### src/rtl/yfill_sprite_renderer_if.sv
// ROM address/data bus between the sprite renderer and yfill_rom.
//   rom_row  : sprite-relative row address (8 bits)
//   rom_col  : sprite-relative column address (10 bits)
//   rom_data : colour returned by the ROM, one cycle after the address
// master = renderer (drives address), slave = ROM (drives data).
interface yfill_sprite_renderer_if;
    logic [7:0]  rom_row;
    logic [9:0]  rom_col;
    logic [11:0] rom_data;

    modport master (output rom_row, output rom_col, input rom_data);
    modport slave  (input rom_row, input rom_col, output rom_data);
endinterface

### src/rtl/yfill_sprite_renderer.sv
// Places the Y-fill title sprite on the 640x480 raster and composites it over
// a background colour. Three-stage pipeline: address generation (A), sideband
// delay matching the registered ROM (B), and the registered RGB output (C).
// Ports:
//   clk, reset                : pixel clock, async active-high reset
//   pix_x, pix_y, video_on    : raster position and visible-area flag
//   frame_start               : one-cycle pulse; latches position, steps frame counter
//   pos_x_in, pos_y_in        : requested sprite top-left corner
//   blink_en                  : enables 32-on/32-off frame blink
//   bg_color                  : background colour for the current pixel
//   rom                       : row/col address out, colour data back
//   rgb_out, rgb_valid        : composited colour, aligned video_on
module yfill_sprite_renderer #(
    parameter int unsigned SPRITE_W  = 584,
    parameter int unsigned SPRITE_H  = 64,
    parameter int unsigned BLINK_BIT = 5
) (
    input  logic                           clk,
    input  logic                           reset,
    input  logic [9:0]                     pix_x,
    input  logic [9:0]                     pix_y,
    input  logic                           video_on,
    input  logic                           frame_start,
    input  logic [9:0]                     pos_x_in,
    input  logic [9:0]                     pos_y_in,
    input  logic                           blink_en,
    input  logic [11:0]                    bg_color,
    yfill_sprite_renderer_if.master        rom,
    output logic [11:0]                    rgb_out,
    output logic                           rgb_valid
);

    localparam int unsigned COORD_W = 10;
    localparam int unsigned BOX_W   = 11;
    localparam int unsigned ROW_W   = 8;
    localparam int unsigned RGB_W   = 12;
    localparam int unsigned FCNT_W  = 6;

    // Per-pixel sideband carried alongside the ROM access.
    typedef struct packed {
        logic             in_box;
        logic             visible;
        logic             von;
        logic [RGB_W-1:0] bg;
    } side_t;

    logic [COORD_W-1:0] pos_x_q, pos_x_d;
    logic [COORD_W-1:0] pos_y_q, pos_y_d;
    logic [FCNT_W-1:0]  fcnt_q, fcnt_d;
    logic [ROW_W-1:0]   rom_row_q, rom_row_d;
    logic [COORD_W-1:0] rom_col_q, rom_col_d;
    side_t              side_a_q, side_a_d;
    side_t              side_b_q, side_b_d;
    logic [RGB_W-1:0]   rgb_q, rgb_d;
    logic               rgb_valid_q, rgb_valid_d;

    logic [BOX_W-1:0]   px, py, box_x_lo, box_x_hi, box_y_lo, box_y_hi;
    logic               in_box;
    logic               visible;

    // Frame-synchronous position latch and frame counter.
    always_comb begin
        pos_x_d = pos_x_q;
        pos_y_d = pos_y_q;
        fcnt_d  = fcnt_q;
        if (frame_start) begin
            pos_x_d = pos_x_in;
            pos_y_d = pos_y_in;
            fcnt_d  = fcnt_q + FCNT_W'(1);
        end
    end

    // Stage A: box test in 11 bits so pos + size never aliases past 1023.
    always_comb begin
        px       = BOX_W'(pix_x);
        py       = BOX_W'(pix_y);
        box_x_lo = BOX_W'(pos_x_q);
        box_y_lo = BOX_W'(pos_y_q);
        box_x_hi = box_x_lo + BOX_W'(SPRITE_W);
        box_y_hi = box_y_lo + BOX_W'(SPRITE_H);
        in_box   = video_on && (px >= box_x_lo) && (px < box_x_hi)
                            && (py >= box_y_lo) && (py < box_y_hi);
        visible  = !blink_en || !fcnt_q[BLINK_BIT];

        rom_row_d = '0;
        rom_col_d = '0;
        if (in_box) begin
            rom_row_d = ROW_W'(pix_y - pos_y_q);
            rom_col_d = pix_x - pos_x_q;
        end

        side_a_d.in_box  = in_box;
        side_a_d.visible = visible;
        side_a_d.von     = video_on;
        side_a_d.bg      = bg_color;
    end

    // Stage B/C: match ROM latency, then composite (ROM colour 0 is transparent).
    always_comb begin
        side_b_d    = side_a_q;
        rgb_d       = '0;
        rgb_valid_d = side_b_q.von;
        if (side_b_q.von) begin
            if (side_b_q.in_box && side_b_q.visible && (rom.rom_data != '0)) begin
                rgb_d = rom.rom_data;
            end else begin
                rgb_d = side_b_q.bg;
            end
        end
    end

    always_ff @(posedge clk or posedge reset) begin
        if (reset) begin
            pos_x_q     <= '0;
            pos_y_q     <= '0;
            fcnt_q      <= '0;
            rom_row_q   <= '0;
            rom_col_q   <= '0;
            side_a_q    <= '0;
            side_b_q    <= '0;
            rgb_q       <= '0;
            rgb_valid_q <= 1'b0;
        end else begin
            pos_x_q     <= pos_x_d;
            pos_y_q     <= pos_y_d;
            fcnt_q      <= fcnt_d;
            rom_row_q   <= rom_row_d;
            rom_col_q   <= rom_col_d;
            side_a_q    <= side_a_d;
            side_b_q    <= side_b_d;
            rgb_q       <= rgb_d;
            rgb_valid_q <= rgb_valid_d;
        end
    end

    assign rom.rom_row = rom_row_q;
    assign rom.rom_col = rom_col_q;
    assign rgb_out     = rgb_q;
    assign rgb_valid   = rgb_valid_q;

endmodule

### src/flat_wrapper.sv
// flat-port wrapper written by rule: the top's interface ports become plain ports
module yfill_sprite_renderer_flat 
#(
    parameter int unsigned SPRITE_W  = 584,
    parameter int unsigned SPRITE_H  = 64,
    parameter int unsigned BLINK_BIT = 5
)
  (clk, reset, pix_x, pix_y, video_on, frame_start, pos_x_in, pos_y_in, blink_en, bg_color, rgb_out, rgb_valid, rom_rom_row, rom_rom_col, rom_rom_data);
  yfill_sprite_renderer_if rom_i ();
  input  logic clk;
  input  logic reset;
  input  logic [9:0] pix_x;
  input  logic [9:0] pix_y;
  input  logic video_on;
  input  logic frame_start;
  input  logic [9:0] pos_x_in;
  input  logic [9:0] pos_y_in;
  input  logic blink_en;
  input  logic [11:0] bg_color;
  output logic [11:0] rgb_out;
  output logic rgb_valid;
  output wire logic [$bits(rom_i.rom_row)-1:0] rom_rom_row;
  output wire logic [$bits(rom_i.rom_col)-1:0] rom_rom_col;
  input wire logic [$bits(rom_i.rom_data)-1:0] rom_rom_data;
  assign rom_rom_row = rom_i.rom_row;
  assign rom_rom_col = rom_i.rom_col;
  assign rom_i.rom_data = rom_rom_data;
  yfill_sprite_renderer #(.SPRITE_W(SPRITE_W), .SPRITE_H(SPRITE_H), .BLINK_BIT(BLINK_BIT)) u_core (.clk(clk), .reset(reset), .pix_x(pix_x), .pix_y(pix_y), .video_on(video_on), .frame_start(frame_start), .pos_x_in(pos_x_in), .pos_y_in(pos_y_in), .blink_en(blink_en), .bg_color(bg_color), .rom(rom_i), .rgb_out(rgb_out), .rgb_valid(rgb_valid));
endmodule
### config.mk
export PLATFORM = sky130hd
export DESIGN_NAME = yfill_sprite_renderer_flat
export DESIGN_NICKNAME = d
export VERILOG_FILES = /design/src/rtl/yfill_sprite_renderer_if.sv /design/src/rtl/yfill_sprite_renderer.sv /design/src/flat_wrapper.sv
export SDC_FILE = /design/constraint.sdc
export NUM_CORES = 1
export LEC_CHECK = 0
export ABC_AREA = 0
export BUFFER_PORTS_ARGS = -buffer_cell sky130_fd_sc_hd__buf_4
export CAP_MARGIN = 20
export CORE_ASPECT_RATIO = 1.25
export CORE_MARGIN = 2
export CORE_UTILIZATION = 35
export DETAILED_ROUTE_END_ITERATION = 6
export SLEW_MARGIN = 20
export SYNTH_ARGS = -nofsm -noshare
export SYNTH_HDL_FRONTEND = slang
export SYNTH_SLANG_ARGS = --single-unit
### constraint.sdc
create_clock -name clk -period 6.8 [get_ports clk]
set_clock_uncertainty 0.15 [all_clocks]
set_input_delay 1.02 -clock clk [delete_from_list [all_inputs] [get_ports clk]]
set_output_delay 1.02 -clock clk [all_outputs]
set_load 0.05 [all_outputs]
---- After elaboration in Yosys (flattened, before gate mapping) ----
Cells that the tools add are included.
storage, ports and cells
  register bits after elaboration ......... 87
  input bits .............................. 69
  logic and storage cells ................. 38
operators by class
  $add $sub $neg .......................... 5
  $lt $le $gt $ge ......................... 4
  muxes and demuxes ....................... 4
  reduce and logical (&&, ||, !) cells .... 10
operators by type and width
  kind                                                              count
  12-bit two-way mux                                                2
  10-bit by 11-bit less-than comparator with 1-bit output           2
  10-bit >= comparator                                              2
  12-bit nonzero test                                               1
  10-bit by 10-bit adder with 11-bit output, second input constant  1
  10-bit by 7-bit adder with 11-bit output, second input constant   1
  10-bit two-way mux                                                1
  10-bit subtractor                                                 1
  8-bit two-way mux                                                 1
  8-bit subtractor                                                  1
  6-bit by 1-bit adder with 6-bit output, second input constant     1
  1-bit logical AND                                                 6
  1-bit zero test                                                   2
  1-bit logical OR                                                  1

---- Longest topological paths before layout ----
Gate-level depths: netlist (run 1).
  depth after elaboration ................. 6
  mapped depth ............................ 11
  depth with buffers taken out ............ 10

---- Worst setup path before layout (run 1) ----
No wires, ideal clock.
  path kind ............................... input to register
  from .................................... input pix_x[0]
  to ...................................... register u_core.rom_col_q[2] (netlist: u_core.rom.rom_col[2])
  data arrival time ....................... 2850 ps
  required time ........................... 6531 ps
  setup slack ............................. 3681 ps
  stages on the path ...................... 11
  path through ............................ inv_1 ha_1 inv_1 fa_1 a211oi_2 o21ai_2 a221o_1 o311a_2 nand3_4 buf_12 nor2_1
between the ends
  word-level cells in the longest chain between the ends .. 6
  elaborated cells on any way between the ends .. 8
  those cells by class .................... 1 x add/sub; 2 x order compare; 1 x mux; 4 x reduce/logical
RTL lines
  what                             RTL line                      RTL
  from (decl)                      flat_wrapper.sv:12            input logic [9:0] pix_x;
  10-bit >= comparator             yfill_sprite_renderer.sv:81   in_box = video_on && (px >= box_x_lo) && (px < box_x_hi)
  1-bit logical AND (2 in series)  yfill_sprite_renderer.sv:81
  1-bit logical AND (2 in series)  yfill_sprite_renderer.sv:82   && (py >= box_y_lo) && (py < box_y_hi);
  10-bit two-way mux *             yfill_sprite_renderer.sv:87   if (in_box) begin
  via u_core.rom_col_d[2]          yfill_sprite_renderer.sv:51   logic [COORD_W-1:0] rom_col_q, rom_col_d;
  to (signal assigned)             yfill_sprite_renderer.sv:128  rom_col_q <= rom_col_d;
  to (decl)                        yfill_sprite_renderer.sv:51
Mark *: on every way through the listed nets, which the timed path passes. The rest lies on a longest branch.
A chain may end at the register's enable or synchronous reset.

---- Final worst setup path (run 1) ----
  from .................................... input pix_x[0]
  to ...................................... register u_core.rom_col_q[6] (netlist: u_core.rom.rom_col[6])
Same word-level chain as after synthesis.

==> flow_summary_export.csv, run 1 <==
group,metric,value,unit
place,io_buffers,99,
final_layout,nNetsFinal,577,
synth,netlist_instances,368,
floorplanning,core_area,0.0116,mm²
worst_setup_path,cp.depth,11,
final_layout,layout-drive-gt1-share,0.294,
sta,rsz0062_at_grt,"false",
worst_setup_path,rr_worst_depth,10,
drt,via_count,2974,
min_path,hold_path.class,"reg2reg",
floorplanning,start_util,0.356,
floorplanning,die_x,101,µm
grt,grt_use_met2,0.249,
synth,ys.warnings.count,0,
clock_network,clockRootBuffer,"clkbuf_16",
outcome,status,"complete, no violations",
drt,via_per_inst,4.84,
worst_setup_path,worst-setup-path-type,"in2reg",
final_layout,seqCellArea,0.00218,mm²
worst_setup_path,rr_endpoint,"u_core.rom.rom_row[5]",
clock_network,cts.clk_slew.worst_paths,0.06,ns
sta,hold_viol,0,
worst_setup_path,timing.critical_path.mode_cell,"inv_1",
worst_setup_path,worstPathRequired,6.85,ns
clock_network,numCtsBuffers,9,
grt,grt_max_degree,59,
floorplanning,ios,100,
synth,synth_cell_types,49,
worst_setup_path,slowest_delay,0.42,ns
sta,post-route-period-util,0.450,
sta,finalCriticalPeriod,3.06,ns
final_layout,final.fill_count,1097,
worst_setup_path,crit_chain,"buf_4 -> inv_1 -> ha_1 -> inv_1 -> fa_1 -> a211oi_2 -> o21ai_2 -> a221o_1 -> o311a_2 -> nand3_4 -> nor3_1",
pwr,p_per_area,268,mW/mm²
synth,ys_seq_area_frac,0.528,
synth,synth_area,0.00412,mm²
floorplanning,fp-row-count,44,
grt,grt_use_met1,0.181,
sta,slew_headroom,0.520,
clock_network,cts_hold_buf,0,
floorplanning,die_height,125,µm
sta,clock.fmax,327,MHz
floorplanning,dieArea,0.0127,mm²
place,routabilityCongestion,0.828,
worst_setup_path,r2r-start,"u_core.pos_x_q[3]",
grt,grt_pass1_wl,14.5,mm
grt,first_global_vias,3112,
synth,synthesis.nets,473,
worst_setup_path,cp_top_family,"compound AO/OA/AOI/OAI gates",
worst_setup_path,r2r_slack,4.03,ns
min_path,min_from,"u_core.side_a_q[3]",
synth,ys_seq_elements,87,
synth,synth_edf_count,0,
final_layout,multi_input_area,0.00179,mm²
place,dpl.hpwl,6.77,mm
final_layout,antenna_cells,0,
worst_setup_path,arrival,3.11,ns
worst_setup_path,startpoint,"pix_x[0]",
clock_network,clockBufferDepth,2,
sta,finalHoldWorstSlack,0.198,ns
pwr,power_leakage,2.56,nW
clock_network,cts_tree,"done",
clock_network,cts_setup_buffers,0,
grt,grt.met3_usage,0.0313,
final_layout,area_growth,29.6,%
synth,ys_async_sr_fraction,1.00,
clock_network,clock_sinks,87,
grt,grt_busiest_layer,"met2",
drt,drt_wl_total,8.83,mm
worst_setup_path,end_kind,"flip-flop",
sta,fin_tns_setup,0,ns
drt,drcViolationCount,0,
run,maxCapViolCount,0,
grt,grt_overflow,0,
worst_setup_path,cp_slowest_cell,"fa_1",
grt,antenna_found_initial,0,
drt,antenna_left,0,
clock_network,ctsResizeCount,0,
clock_network,clk_latency,0.33,ns
grt,grt.total_usage,0.146,
worst_setup_path,crit_buf_inv,3,
drt,wl_per_cell,14.4,µm
sta,maxSlewViolCount,0,
clock_network,h-tree-depth,3,
worst_setup_path,cp_max_fo,19,
drt,first_iter_violations,89,
synth,synthFlopType,"dfrtp_1",
sta,setup_viol,0,
pwr,ir_worst_vdd,0.140,mV
drt,drt_pass1_iterations,4,
worst_setup_path,start_kind,"input pin",
synth,synth_area_per_cell,11.2,µm²
worst_setup_path,endpoint,"u_core.rom.rom_col[6]",
sta,worst_pin_slew,0.720,ns
## layer usage
layer / share of wire / wire, µm
met1: 0.43 / 3820
met2: 0.51 / 4510
met3: 0.040 / 355
met4: 0.016 / 143
met5: 0 / 0
## worst register-to-register path: cells and delay by family, from the launching register on
| kind | cells | cell delay [ns] |
|---|---|---|
| AND/OR/NAND/NOR | 4 | 0.75 |
| AO/OA/AOI/OAI | 3 | 0.68 |
| adder cells (fa/ha/maj) | 2 | 0.54 |
| flip-flops | 1 | 0.43 |
| XOR/XNOR | 1 | 0.13 |
## placed cells by master (no fill, tap or decap), types with 7 or more instances in the layout
master     instances
clkbuf_16          9
dfrtp_1           87
nand2_1           28
mux2i_1           12
nor2_2             7
buf_4            101
nor2b_1           14
nor2_1            21
a21oi_1           13
inv_1             28
xnor2_1           12
xor2_1             8
o21ai_0           29
ha_1              34
## how the worst min path moves through the flow
| stage | endpoint | cells past startpoint |
|---|---|---|
| 4_1_cts | u_core.side_b_q[1] | 0 |
| 3_5_place_dp | u_core.side_b_q[7] | 0 |
| 6_report | u_core.side_b_q[3] | 0 |
| 2_1_floorplan | u_core.rgb_valid_d | 0 |
| 5_1_grt | u_core.side_b_q[1] | 0 |
| 3_3_place_gp | u_core.side_b_q[3] | 0 |
## power by group
part           switching (mW)  internal (mW)
registers              0.0280          0.566
clock network           0.197          0.343
logic                   0.164          0.134
## cells in the mapped netlist (3+ instances only)
master    count  share of area
nor4_1        4         0.0061
a21oi_1      13          0.016
mux2_2        3         0.0082
nand4_1       5         0.0076
a211oi_1      5         0.0091
nor2_1       21          0.019
xor2_1        8          0.017
dfrtp_1      87           0.53
nand3_1       5         0.0061
o21ai_0      29          0.035
nand2_1      28          0.026
inv_1        29          0.026
mux2i_1      12          0.029
nor3_1        6         0.0073
xnor2_1      12          0.026
nor2_2        7          0.011
clkbuf_1      6         0.0055
nor2b_1      14          0.021
ha_1         34           0.10
## cell type report
cell class              count  area share
flip-flops and latches     87       0.408
multi-input cells         244       0.335
repair buffers            101       0.142
clock buffers              12      0.0480
well taps                 138      0.0323
inverters                  29      0.0206
clock inverters             4      0.0145
## state kept, by name (all words and copies together), names as in the netlist
name,count
u_core.side_a_q,15
u_core.fcnt_q,6
u_core.rgb_valid_d,1
u_core.pos_x_q,10
u_core.pos_y_q,10
u_core.rgb_out,12
u_core.side_b_q,14
u_core.rgb_valid,1
u_core.rom.rom_col,10
u_core.rom.rom_row,8
## kinds of logic (layout without fill, tap and decap cells)
| logic type | count (synthesis) | after routing | share of synthesized area |
|---|---|---|---|
| multiplexers | 15 | 15 | 0.0374 |
| XOR/XNOR | 20 | 20 | 0.0425 |
| flip-flops | 87 | 87 | 0.528 |
| buffers and inverters | 37 | 146 | 0.0380 |
| adder cells (fa/ha/maj) | 36 | 36 | 0.113 |
| AO/OA/AOI/OAI | 72 | 72 | 0.111 |
| AND/OR/NAND/NOR | 101 | 101 | 0.130 |
## metrics by stage
step                std cells  power (mW)  setup slack [ns]   util  cell area [µm²]
floorplan                 368       0.809              3.38      -             4120
global placement          599       0.895              3.41  0.433             5000
detailed placement        599       0.905              3.39  0.433             5000
CTS                       615        1.45              3.74  0.462             5340
global route              615        1.51              3.55  0.462             5340
finish                    615        1.43              3.74  0.462             5340
No activity file was read; power rests on OpenSTA's default activity.
==> inputs of run 2 (changes only) <==
- ABC_AREA: 0 -> 1
- clock period: 6.8 -> 2.9 ns (I/O delays scaled with it)
==> flow_summary_export.csv, run 2 <==
group,metric,value,unit
worst_setup_path,end_kind,"flip-flop",
worst_setup_path,arrival,2.44,ns
final_layout,antenna_cells,0,
sta,fin_tns_setup,0,ns
synth,synth_cell_types,28,
clock_network,ctsResizeCount,0,
place,placed_area,0.00520,mm²
grt,antenna_found_initial,0,
drt,antenna_left,0,
clock_network,cts_setup_buffers,0,
drt,drt_wl_total,9.23,mm
min_path,hold_path.class,"in2async",
sta,setup_ws,0.513,ns
floorplanning,start_util,0.355,
synth,synth_top_area_share,0.508,
clock_network,cts.clk_slew.worst_paths,0.07,ns
worst_setup_path,r2r_slack,0.51,ns
final_layout,final_cell_mix,"buf_4 (100), nand2_1 (95), dfrtp_1 (87)",
floorplanning,dieArea,0.0131,mm²
place,routabilityCongestion,0.867,
synth,synth_area_leaders,"dfrtp_1 (51%), ha_1 (9.9%), nand2_1 (8.3%), inv_1 (4.6%), o21ai_0 (3.6%)",
synth,synth_area,0.00428,mm²
grt,first_global_vias,3322,
synth,ys_seq_area_frac,0.508,
place,dp.cells,707,
sta,hold_viol,0,
pwr,p_per_area,603,mW/mm²
pwr,internal_power,2.25,mW
pwr,combPwrFrac,0.232,
clock_network,clockBufferDepth,2,
clock_network,clock_sinks,87,
synth,synth_edf_count,0,
place,dpl_worst_slack,0.459,ns
worst_setup_path,start_kind,"flip-flop",
drt,drcViolationCount,0,
clock_network,cts_hold_buf,0,
drt,via_count,3259,
pwr,swShare,0.322,
final_layout,final_cells,723,
worst_setup_path,crit_buf_inv,0,
floorplanning,fp-row-count,45,
worst_setup_path,worstPathRequired,2.95,ns
drt,wl_per_cell,12.8,µm
worst_setup_path,cp_max_fo,19,
drt,via_per_inst,4.51,
sta,worst_pin_slew,0.615,ns
sta,setup_viol,0,
sta,post-route-period-util,0.823,
floorplanning,ios,100,
drt,first_iter_violations,123,
pwr,seqPwrFrac,0.422,
final_layout,largest_reg_flops,15,
clock_network,cts_tree,"done",
pwr,p_switching,1.07,mW
floorplanning,die_x,103,µm
sta,maxSlewViolCount,0,
floorplanning,die_height,128,µm
grt,grt_pass1_wl,15.0,mm
run,maxCapViolCount,0,
final_layout,design_area,0.00550,mm²
synth,synthFlopType,"dfrtp_1",
pwr,clkPwrFrac,0.345,
clock_network,h-tree-depth,3,
pwr,power.total,3.31,mW
synth,netlist_instances,454,
final_layout,final_common_cell,"buf_4",
floorplanning,core_area,0.0120,mm²
synth,synth_area_per_cell,9.43,µm²
clock_network,clockRootBuffer,"clkbuf_16",
clock_network,clk_latency,0.34,ns
worst_setup_path,crit_chain,"ha_1 -> xnor2_1 -> ha_1 -> nand2_1 -> nor2_1 -> nand2_1 -> nand2_1 -> nand2_1 -> a21oi_4 -> nor3_1",
synth,ys.warnings.count,0,
sta,finalCriticalPeriod,2.39,ns
worst_setup_path,timing.critical_path.mode_cell,"nand2_1",
synth,synth_area_leader_cell,"dfrtp_1",
grt,grt.total_usage,0.148,
grt,grt_max_degree,88,
sta,rsz0062_at_grt,"false",
pwr,ir_worst_vdd,0.299,mV
final_layout,area_growth,28.4,%
place,io_buffers,99,
pwr,power_leakage,2.86,nW
synth,ys_seq_elements,87,
final_layout,largest-register,"u_core.side_a_q",
final_layout,nNetsFinal,659,
sta,slew_headroom,0.589,
final_layout,layout-drive-gt1-share,0.243,
worst_setup_path,slowest_delay,0.52,ns
sta,clock.fmax,419,MHz
clock_network,numCtsBuffers,9,
synth,synth_most_common_cell,"nand2_1",
outcome,status,"complete, no violations",
worst_setup_path,cp_top_family,"adder cells",
synth,ys_async_sr_fraction,1.00,
worst_setup_path,worst-setup-path-type,"reg2reg",
grt,grt_overflow,0,
synth,synthesis.nets,559,
place,dpl.hpwl,7.04,mm
worst_setup_path,cp_slowest_cell,"a21oi_4",
synth,synth_commonest_cells,"nand2_1 (95), dfrtp_1 (87), inv_1 (53), ha_1 (34), o21ai_0 (31)",
drt,drt_pass1_iterations,4,
run 2: cell type report:
class	instances	area, µm²
Multi-Input combinational cell	300	1840
Sequential cell	87	2180
Timing Repair Buffer	101	771
Clock inverter	7	73.8
Clock buffer	9	225
Fill cell	1222	6550
Tap cell	164	205
Inverter	55	208
run 2: worst paths after layout:
kind                                     from                    end  depth (start not counted)
max                         u_core.pos_x_q[3]  u_core.rom.rom_row[7]                         10
min                                     reset     u_core.side_a_q[4]                          3
max reg2reg                 u_core.pos_x_q[3]  u_core.rom.rom_row[7]                         10
min reg2reg                u_core.side_a_q[4]     u_core.side_b_q[4]                          0
max in group asynchronous               reset     u_core.side_a_q[3]                          3
min in group clk                  bg_color[1]     u_core.side_a_q[1]                          1
run 2: cells by family (layout without fill, tap and decap cells):
family | after synthesis | count (layout) | share of synthesized area
AO/OA/AOI/OAI | 66 | 66 | 0.0830
AND/OR/NAND/NOR | 172 | 172 | 0.182
multiplexers | 3 | 3 | 0.00789
flip-flops | 87 | 87 | 0.508
XOR/XNOR | 23 | 23 | 0.0471
buffers and inverters | 67 | 172 | 0.0625
adder cells (fa/ha/maj) | 36 | 36 | 0.109
run 2: worst register-to-register path: cells and delay by family (launching register included):
kind | cells | cell delay (ns)
xor+xnor | 1 | 0.14
fa+ha+maj | 2 | 0.52
flops | 1 | 0.41
compound gates | 1 | 0.52
simple gates | 6 | 0.51
run 2: metal layers:
| metal | track usage | share of wire | up-vias |
|---|---|---|---|
| li1 | - | - | 1672 |
| met1 | 0.182 | 0.45 | 1494 |
| met2 | 0.248 | 0.49 | 79 |
| met3 | 0.0196 | 0.036 | 14 |
| met4 | 0.0813 | 0.029 | 0 |
| met5 | 0 | 0 | - |
run 2: power by group through the flow:
stage	Clock [mW]	Combinational (mW)	Sequential (mW)
final	1.14	0.769	1.40
after global routing	1.24	0.869	1.41
after CTS	1.18	0.782	1.40
after detailed placement	0	0.779	1.42
after global placement	0	0.761	1.42
after floorplan	0	0.472	1.49
run 2: stage by stage:
stage / hold WS [ns] / utilization
global route: 0.0310 / 0.456
finish: 0.0260 / 0.456
floorplan: 0.181 / -
CTS: 0.0325 / 0.456
global placement: 0.184 / 0.431
detailed placement: 0.186 / 0.431
